### src/rtl/rcc_domain_clk_gate_ctrl.sv
// Clock-gating controller for the RCC CPU/bus clock tree: per-CPU sleep gating and
// per-domain drain/stop handshake with timeout and wake-up settle delay.
module rcc_domain_clk_gate_ctrl #(
  parameter int NUM_CPU  = 2,
  parameter int NUM_DOM  = 3,
  parameter int DRAIN_TO = 16,
  parameter int WAKE_DLY = 4,
  parameter int CNT_W    = 8
) (
  input  logic                       sys_clk,
  input  logic                       sys_rst,
  input  logic [NUM_CPU-1:0]         cpu_sleep,
  input  logic [NUM_CPU-1:0]         cpu_deepsleep,
  input  logic [NUM_CPU*NUM_DOM-1:0] cpu_alloc,
  input  logic [NUM_DOM-1:0]         dom_keep,
  input  logic [NUM_DOM-1:0]         dom_stop_ack,
  output logic [NUM_CPU-1:0]         cpu_clk_en,
  output logic [NUM_CPU-1:0]         cpu_fclk_en,
  output logic [NUM_CPU-1:0]         cpu_systick_en,
  output logic [NUM_DOM-1:0]         dom_clk_en,
  output logic [NUM_DOM-1:0]         dom_stop_req,
  output logic [NUM_DOM-1:0]         dom_rdy,
  output logic [NUM_DOM-1:0]         dom_timeout
);

  typedef enum logic [1:0] {CPU_RUN, CPU_SLEEP, CPU_DSLEEP, CPU_WAKE} cpu_state_t;
  typedef enum logic [1:0] {DOM_ON, DOM_DRAIN, DOM_OFF, DOM_WAKE} dom_state_t;

  localparam logic [CNT_W-1:0] DRAIN_LAST = CNT_W'(DRAIN_TO - 1);
  localparam logic [CNT_W-1:0] WAKE_LAST  = CNT_W'(WAKE_DLY - 1);
  localparam logic [CNT_W-1:0] CNT_MAX    = '1;

  cpu_state_t       cpu_st  [NUM_CPU];
  dom_state_t       dom_st  [NUM_DOM];
  logic [CNT_W-1:0] dom_cnt [NUM_DOM];
  logic [NUM_DOM-1:0] timeout_q;
  logic [NUM_DOM-1:0] need;
  logic [NUM_CPU-1:0] alloc_rdy;

  always_comb begin
    need = dom_keep;
    for (int d = 0; d < NUM_DOM; d++)
      for (int c = 0; c < NUM_CPU; c++)
        if (cpu_alloc[c*NUM_DOM+d] && !cpu_deepsleep[c]) need[d] = 1'b1;
  end

  // A waking CPU may run once every domain it uses reports ready.
  always_comb begin
    alloc_rdy = '1;
    for (int c = 0; c < NUM_CPU; c++)
      for (int d = 0; d < NUM_DOM; d++)
        if (cpu_alloc[c*NUM_DOM+d] && !dom_rdy[d]) alloc_rdy[c] = 1'b0;
  end

  always_ff @(posedge sys_clk or posedge sys_rst) begin
    if (sys_rst) begin
      for (int c = 0; c < NUM_CPU; c++) cpu_st[c] <= CPU_RUN;
    end else begin
      for (int c = 0; c < NUM_CPU; c++) begin
        case (cpu_st[c])
          CPU_RUN:
            if (cpu_deepsleep[c]) cpu_st[c] <= CPU_DSLEEP;
            else if (cpu_sleep[c]) cpu_st[c] <= CPU_SLEEP;
          CPU_SLEEP:
            if (cpu_deepsleep[c]) cpu_st[c] <= CPU_DSLEEP;
            else if (!cpu_sleep[c]) cpu_st[c] <= CPU_RUN;
          CPU_DSLEEP:
            if (!cpu_deepsleep[c]) cpu_st[c] <= CPU_WAKE;
          default:
            if (cpu_deepsleep[c]) cpu_st[c] <= CPU_DSLEEP;
            else if (alloc_rdy[c]) cpu_st[c] <= CPU_RUN;
        endcase
      end
    end
  end

  always_ff @(posedge sys_clk or posedge sys_rst) begin
    if (sys_rst) begin
      timeout_q <= '0;
      for (int d = 0; d < NUM_DOM; d++) begin
        dom_st[d]  <= DOM_ON;
        dom_cnt[d] <= '0;
      end
    end else begin
      timeout_q <= '0;
      for (int d = 0; d < NUM_DOM; d++) begin
        case (dom_st[d])
          DOM_ON:
            if (!need[d]) begin
              dom_st[d]  <= DOM_DRAIN;
              dom_cnt[d] <= '0;
            end
          // Ack takes priority over the timeout when both land together.
          DOM_DRAIN:
            if (need[d]) dom_st[d] <= DOM_ON;
            else if (dom_stop_ack[d]) dom_st[d] <= DOM_OFF;
            else if (dom_cnt[d] == DRAIN_LAST) begin
              dom_st[d]    <= DOM_OFF;
              timeout_q[d] <= 1'b1;
            end else if (dom_cnt[d] != CNT_MAX) dom_cnt[d] <= dom_cnt[d] + 1'b1;
          DOM_OFF:
            if (need[d]) begin
              dom_st[d]  <= DOM_WAKE;
              dom_cnt[d] <= '0;
            end
          default:
            if (!need[d]) begin
              dom_st[d]  <= DOM_DRAIN;
              dom_cnt[d] <= '0;
            end else if (dom_cnt[d] == WAKE_LAST) dom_st[d] <= DOM_ON;
            else if (dom_cnt[d] != CNT_MAX) dom_cnt[d] <= dom_cnt[d] + 1'b1;
        endcase
      end
    end
  end

  always_comb begin
    for (int c = 0; c < NUM_CPU; c++) begin
      cpu_clk_en[c]     = (cpu_st[c] == CPU_RUN);
      cpu_fclk_en[c]    = (cpu_st[c] != CPU_DSLEEP);
      cpu_systick_en[c] = (cpu_st[c] != CPU_DSLEEP);
    end
    for (int d = 0; d < NUM_DOM; d++) begin
      dom_clk_en[d]   = (dom_st[d] != DOM_OFF);
      dom_rdy[d]      = (dom_st[d] == DOM_ON);
      dom_stop_req[d] = (dom_st[d] == DOM_DRAIN) || (dom_st[d] == DOM_OFF);
    end
  end

  assign dom_timeout = timeout_q;

endmodule

### config.mk
export PLATFORM = sky130hd
export DESIGN_NAME = rcc_domain_clk_gate_ctrl
export DESIGN_NICKNAME = d
export VERILOG_FILES = /design/src/rtl/rcc_domain_clk_gate_ctrl.sv
export SDC_FILE = /design/constraint.sdc
export NUM_CORES = 1
export LEC_CHECK = 0
export CORE_MARGIN = 5
export CORE_UTILIZATION = 45
export DETAILED_ROUTE_END_ITERATION = 10
export PLACE_DENSITY = 0.75
export SKIP_CTS_REPAIR_TIMING = 1
export SLEW_MARGIN = 10
export SYNTH_ARGS = -nofsm -noshare
export SYNTH_HDL_FRONTEND = slang
export SYNTH_SLANG_ARGS = --single-unit
### constraint.sdc
create_clock -name sys_clk -period 2.9 [get_ports sys_clk]
set_input_delay 0.435 -clock sys_clk [delete_from_list [all_inputs] [get_ports sys_clk]]
set_output_delay 0.435 -clock sys_clk [all_outputs]
set_load 0.02 [all_outputs]
---- Word level (Yosys, flattened, before mapping) ----
Index checks and enable logic that the tools add are counted.
cells by class
  add/sub/neg operators ................... 3
  equality and inequality tests ........... 54
  multiplexer cells ....................... 91
  reduce and logical (&&, ||, !) cells .... 35
operators by type and width
  kind                                                                    number
  8-bit two-way mux                                                       24
  8-bit one-hot mux with 3 select lines                                   3
  2-bit two-way mux                                                       35
  2-bit != test (second input constant)                                   22
  2-bit one-hot mux with 3 select lines                                   5
  8-bit by 1-bit adder with 8-bit output (second input constant)          3
  8-bit by 2-bit equality test with 1-bit output (second input constant)  3
  8-bit by 4-bit equality test with 1-bit output (second input constant)  3
  1-bit two-way mux                                                       24
  8-bit != test (second input constant)                                   3
  4-bit AND reduction                                                     5
  6-bit AND reduction                                                     3
  1-bit logical AND                                                       12
  3-bit != test (second input constant)                                   4
  4-bit by 1-bit != test with 1-bit output (second input constant)        3
  4-bit != test (second input constant)                                   3
  2-bit by 1-bit equality test with 1-bit output (second input constant)  5
  2-bit equality test (second input constant)                             5
  2-bit zero test                                                         5
  5-bit nonzero test                                                      2
  3-bit by 2-bit != test with 1-bit output (second input constant)        3
  1-bit zero test                                                         5
  1-bit logical OR                                                        3
word-level totals
  bits in registers ....................... 37
  input bits .............................. 18
  output and inout bits ................... 18

---- Depth between registers and ports, before layout ----
  depth after elaboration ................. 9
  gate-level depth with buffers ........... 8

---- Worst setup path before layout ----
OpenSTA, ideal clock, no wires.
  path type ............................... reg2reg
  start ................................... register dom_cnt[0] (netlist name)
  end ..................................... register dom_cnt[0] (netlist name)
  arrival time ............................ 1.852 ns
  required time ........................... 2.775 ns
  slack ................................... 0.923 ns
  stages on the path, launching flop included .. 8
  buffers on the path ..................... 0
  period minus slack after synthesis ...... 1.977 ns
  cells stage by stage .................... dfrtp_1 ha_1 and3_1 a21o_1 a21oi_1 or2_4 nor2_2 mux2_2
on the way
  word-level cells in the longest chain between the ends .. 6
  elaborated cells between the ends (all ways) .. 14
  classes of those cells .................. add/sub (1); eq/ne (5); mux (7); reduce/logical (1)
RTL lines
  what                                                                     line      source
  from (decl)                                                              35        logic [CNT_W-1:0] dom_cnt [NUM_DOM];
  from (signal, indexed assignment)                                        82        dom_cnt[d] <= '0;
  from (signal, indexed assignment)                                        91        dom_cnt[d] <= '0;
  from (signal, indexed assignment)                                        104       dom_cnt[d] <= '0;
  8-bit by 1-bit adder with 8-bit output or 8-bit != test (tied branches)  100, 111
  8-bit two-way mux                                                        100, 111
  8-bit two-way mux                                                        97        else if (dom_cnt[d] == DRAIN_LAST) begin
  8-bit two-way mux                                                        96        else if (dom_stop_ack[d]) dom_st[d] <= DOM_OFF;
  8-bit two-way mux                                                        95        if (need[d]) dom_st[d] <= DOM_ON;
  8-bit one-hot mux with 3 select lines                                    87        case (dom_st[d])
Parallel ways exist; a longest one is shown, timed or not. The select of a mux whose other input is x is not followed.
A chain may end at the register's enable or synchronous reset.

---- Final worst setup path ----
  start ................................... register dom_cnt[20] (netlist name)
  end ..................................... register dom_cnt[22] (netlist name)
The elaborated chain is that of the path after synthesis.

==> metrics.csv <==
metric,value,unit
clock.fmax,439,MHz
drv_slew,0,
p_total,2670,uW
fin_ws,0.621,ns
setup_viol,0,
worst-r2r-cell-count,6,
grt_overflow,0,
async_flop_share,100,%
postSynthCellCount,295,
drv_cap,0,
finalCritPeriodShare,78.6,%
vias,2404,
clockRootBuffer,clkbuf_8,
slowest_delay,0.59,ns
remaining_drc_errors,0,
rr_endpoint,dom_cnt[22],
r2r_slack,0.62,ns
slowest_stage,nor4_1,
critPathLaunchType,flop,
synth.distinct_cells,48,
ys_ff_latch,37,
htree_levels,2,
synthesis.area,2540,sq um
pre_cts_ws,0.344,ns
grt_first_pass_wirelength,10400,um
rsz0062_at_grt,false,
first_pass_iters,4,
clock_skew,0.00861,ns
die_x,85.2,um
clkSinkCount,37,
clk_latency,0.29,ns
hold_class,reg2reg,
synth_ff_type,dfrtp_1,
die_y,85.2,um
hold_depth,1,
relSlewSlack,57.3,%
gp_congestion,0.891,
tightest_slew,0.635,ns
portBuffers,35,
yosysWarnings,0,
critical_path_required,3.06,ns
final_nets,367,
powerDensity,877,nW/um^2
status,"finished, final reports clean",
finalCriticalPeriod,2.28,ns
path_clk_slew,0.08,ns
area_delta_synth_final,19.8,%
ys_seq_area_share,36.4,%
min_from,dom_cnt[16],
end_kind,flop,
cp_cell_sequence,"nor4_1, nand4_1, a31oi_2, nor2b_1, a41oi_1, a21oi_1",
hold_viol,0,
avgSynthCellArea,8.62,sq um
grt_antenna_before_repair,0,
grtUsageTotal,17.1,%
grt_max_degree,38,
die_area,7250,sq um
first_global_vias,2319,
rows,27,
synth_edf_count,0,
synth_fp_nets,328,
path_class,reg2reg,
drtIter0Drc,132,
cp.arrival,2.44,ns
dp_hpwl,4480,um
drtAntennaViolNets,0,
drive_gt1_share,8.36,%
vias_per_cell,5.91,
core_area,5510,sq um
cts_tree,yes,
min_to,dom_cnt[16],
antennaDiodeCount,0,
cts_inserted_buffers,5,
io_pins,36,
vdd_drop_max,0.345,mV
clock_path_buffers,2,
worstPathMaxFanout,9,
leakage,0.00130,uW
wire_per_inst,14.4,um
tns,0,ns
wl,5860,um
initial_utilization,46.2,%
r2r-start,dom_cnt[20],
[layout make-up]
type / instances / area (sq um)
Tap cell: 72 / 90.1
Clock buffer: 6 / 72.6
Fill cell: 517 / 2460
Sequential cell: 37 / 926
Inverter: 22 / 82.6
Multi-Input combinational cell: 231 / 1500
Clock inverter: 2 / 10.0
Timing Repair Buffer: 37 / 365
[flip-flops by register name, indices dropped and copies added (netlist names)]
register / flops
cpu_st: 4
dom_cnt: 24
dom_st: 6
dom_timeout: 3
[critical path: cells and delay by family, from the launching register on]
family,cells,cell delay [ns]
AOI/OAI and AO/OA,3,0.76
DFF,1,0.44
and+or+nand+nor,3,0.95
[worst max path at each step]
stage	startpoint	to	slack, ns	cells past startpoint
after floorplan	dom_cnt[0]	dom_cnt[0]	0.92	7
after global placement	cpu_deepsleep[0]	dom_cnt[4]	0.40	7
after detailed placement	cpu_deepsleep[0]	dom_cnt[4]	0.34	7
after CTS	dom_cnt[23]	dom_cnt[22]	0.65	6
after global routing	dom_cnt[20]	dom_cnt[22]	0.30	6
final	dom_cnt[20]	dom_cnt[22]	0.62	6
[power breakdown]
group          internal, uW  switching (uW)  total, uW
Clock                   167             184        351
Sequential              621             110        732
Combinational           683             905       1590
[metal layers]
layer	routed length, um	up-vias	GRT usage (%)
met5	0	-	0
met2	2880	55	29.1
met4	59	0	5.18
met3	251	7	3.59
li1	-	1170	-
met1	2660	1172	21.6
[cells in the mapped netlist (all sizes together), types with 4 or more instances]
library cell | n | area (sq um)
dfrtp | 37 | 926
a41oi | 6 | 52.6
nand4 | 4 | 25.0
a31oi | 7 | 50.1
o31ai | 9 | 81.3
ha | 15 | 188
nand2 | 19 | 71.3
a22o | 4 | 35.0
nand2b | 10 | 62.6
nor2b | 5 | 31.3
nand3 | 14 | 70.1
o21ai | 30 | 154
nor3 | 10 | 60.1
a21oi | 32 | 160
or3 | 4 | 25.0
inv | 22 | 82.6
and3 | 6 | 37.5
nor2 | 18 | 70.1
nor4 | 6 | 52.6
[logic make-up (layout without fill, tap and decap cells)]
kind of cell	count (synthesis)	count (layout)	synth area share, %
DFF	37	37	36.4
adders and majority gates	15	15	7.38
muxes	4	4	1.72
AOI/OAI and AO/OA	105	105	26.4
and+or+nand+nor	107	107	23.5
buffers and inverters	27	67	4.58
[cells in the final DEF, fill, tap and decap left out, drive strengths merged, types with 2 or more instances in the layout]
cell type      instances
or3                    4
nor3b                  2
a31oi                  7
a41oi                  6
ha                    15
nor2                  18
o21a                   2
a21oi                 32
nor4                   6
a22o                   4
nor3                  10
inv                   22
buf                    2
nand2                 19
dfrtp                 37
and3                   6
a21o                   3
clkinv                 2
a31o                   3
o22ai                  3
and4b                  2
o21ai                 30
or2                    3
nand2b                10
nand3                 14
and4                   2
nor2b                  5
mux2                   3
o31ai                  9
nand4                  4
clkdlybuf4s50         35
clkbuf                 6
[metrics by stage]
| step | cell area, sq um | hold WS (ns) | std cells | utilization [%] |
|---|---|---|---|---|
| 2_1_floorplan | 2540 | 0.473 | 295 | - |
| 3_3_place_gp | 2960 | 0.507 | 399 | 53.8 |
| 3_5_place_dp | 2960 | 0.517 | 399 | 53.8 |
| 4_1_cts | 3050 | 0.526 | 407 | 55.3 |
| 5_1_grt | 3050 | 0.557 | 407 | 55.3 |
| 6_report | 3050 | 0.522 | 407 | 55.3 |
No activity file was read; power rests on OpenSTA's default activity.
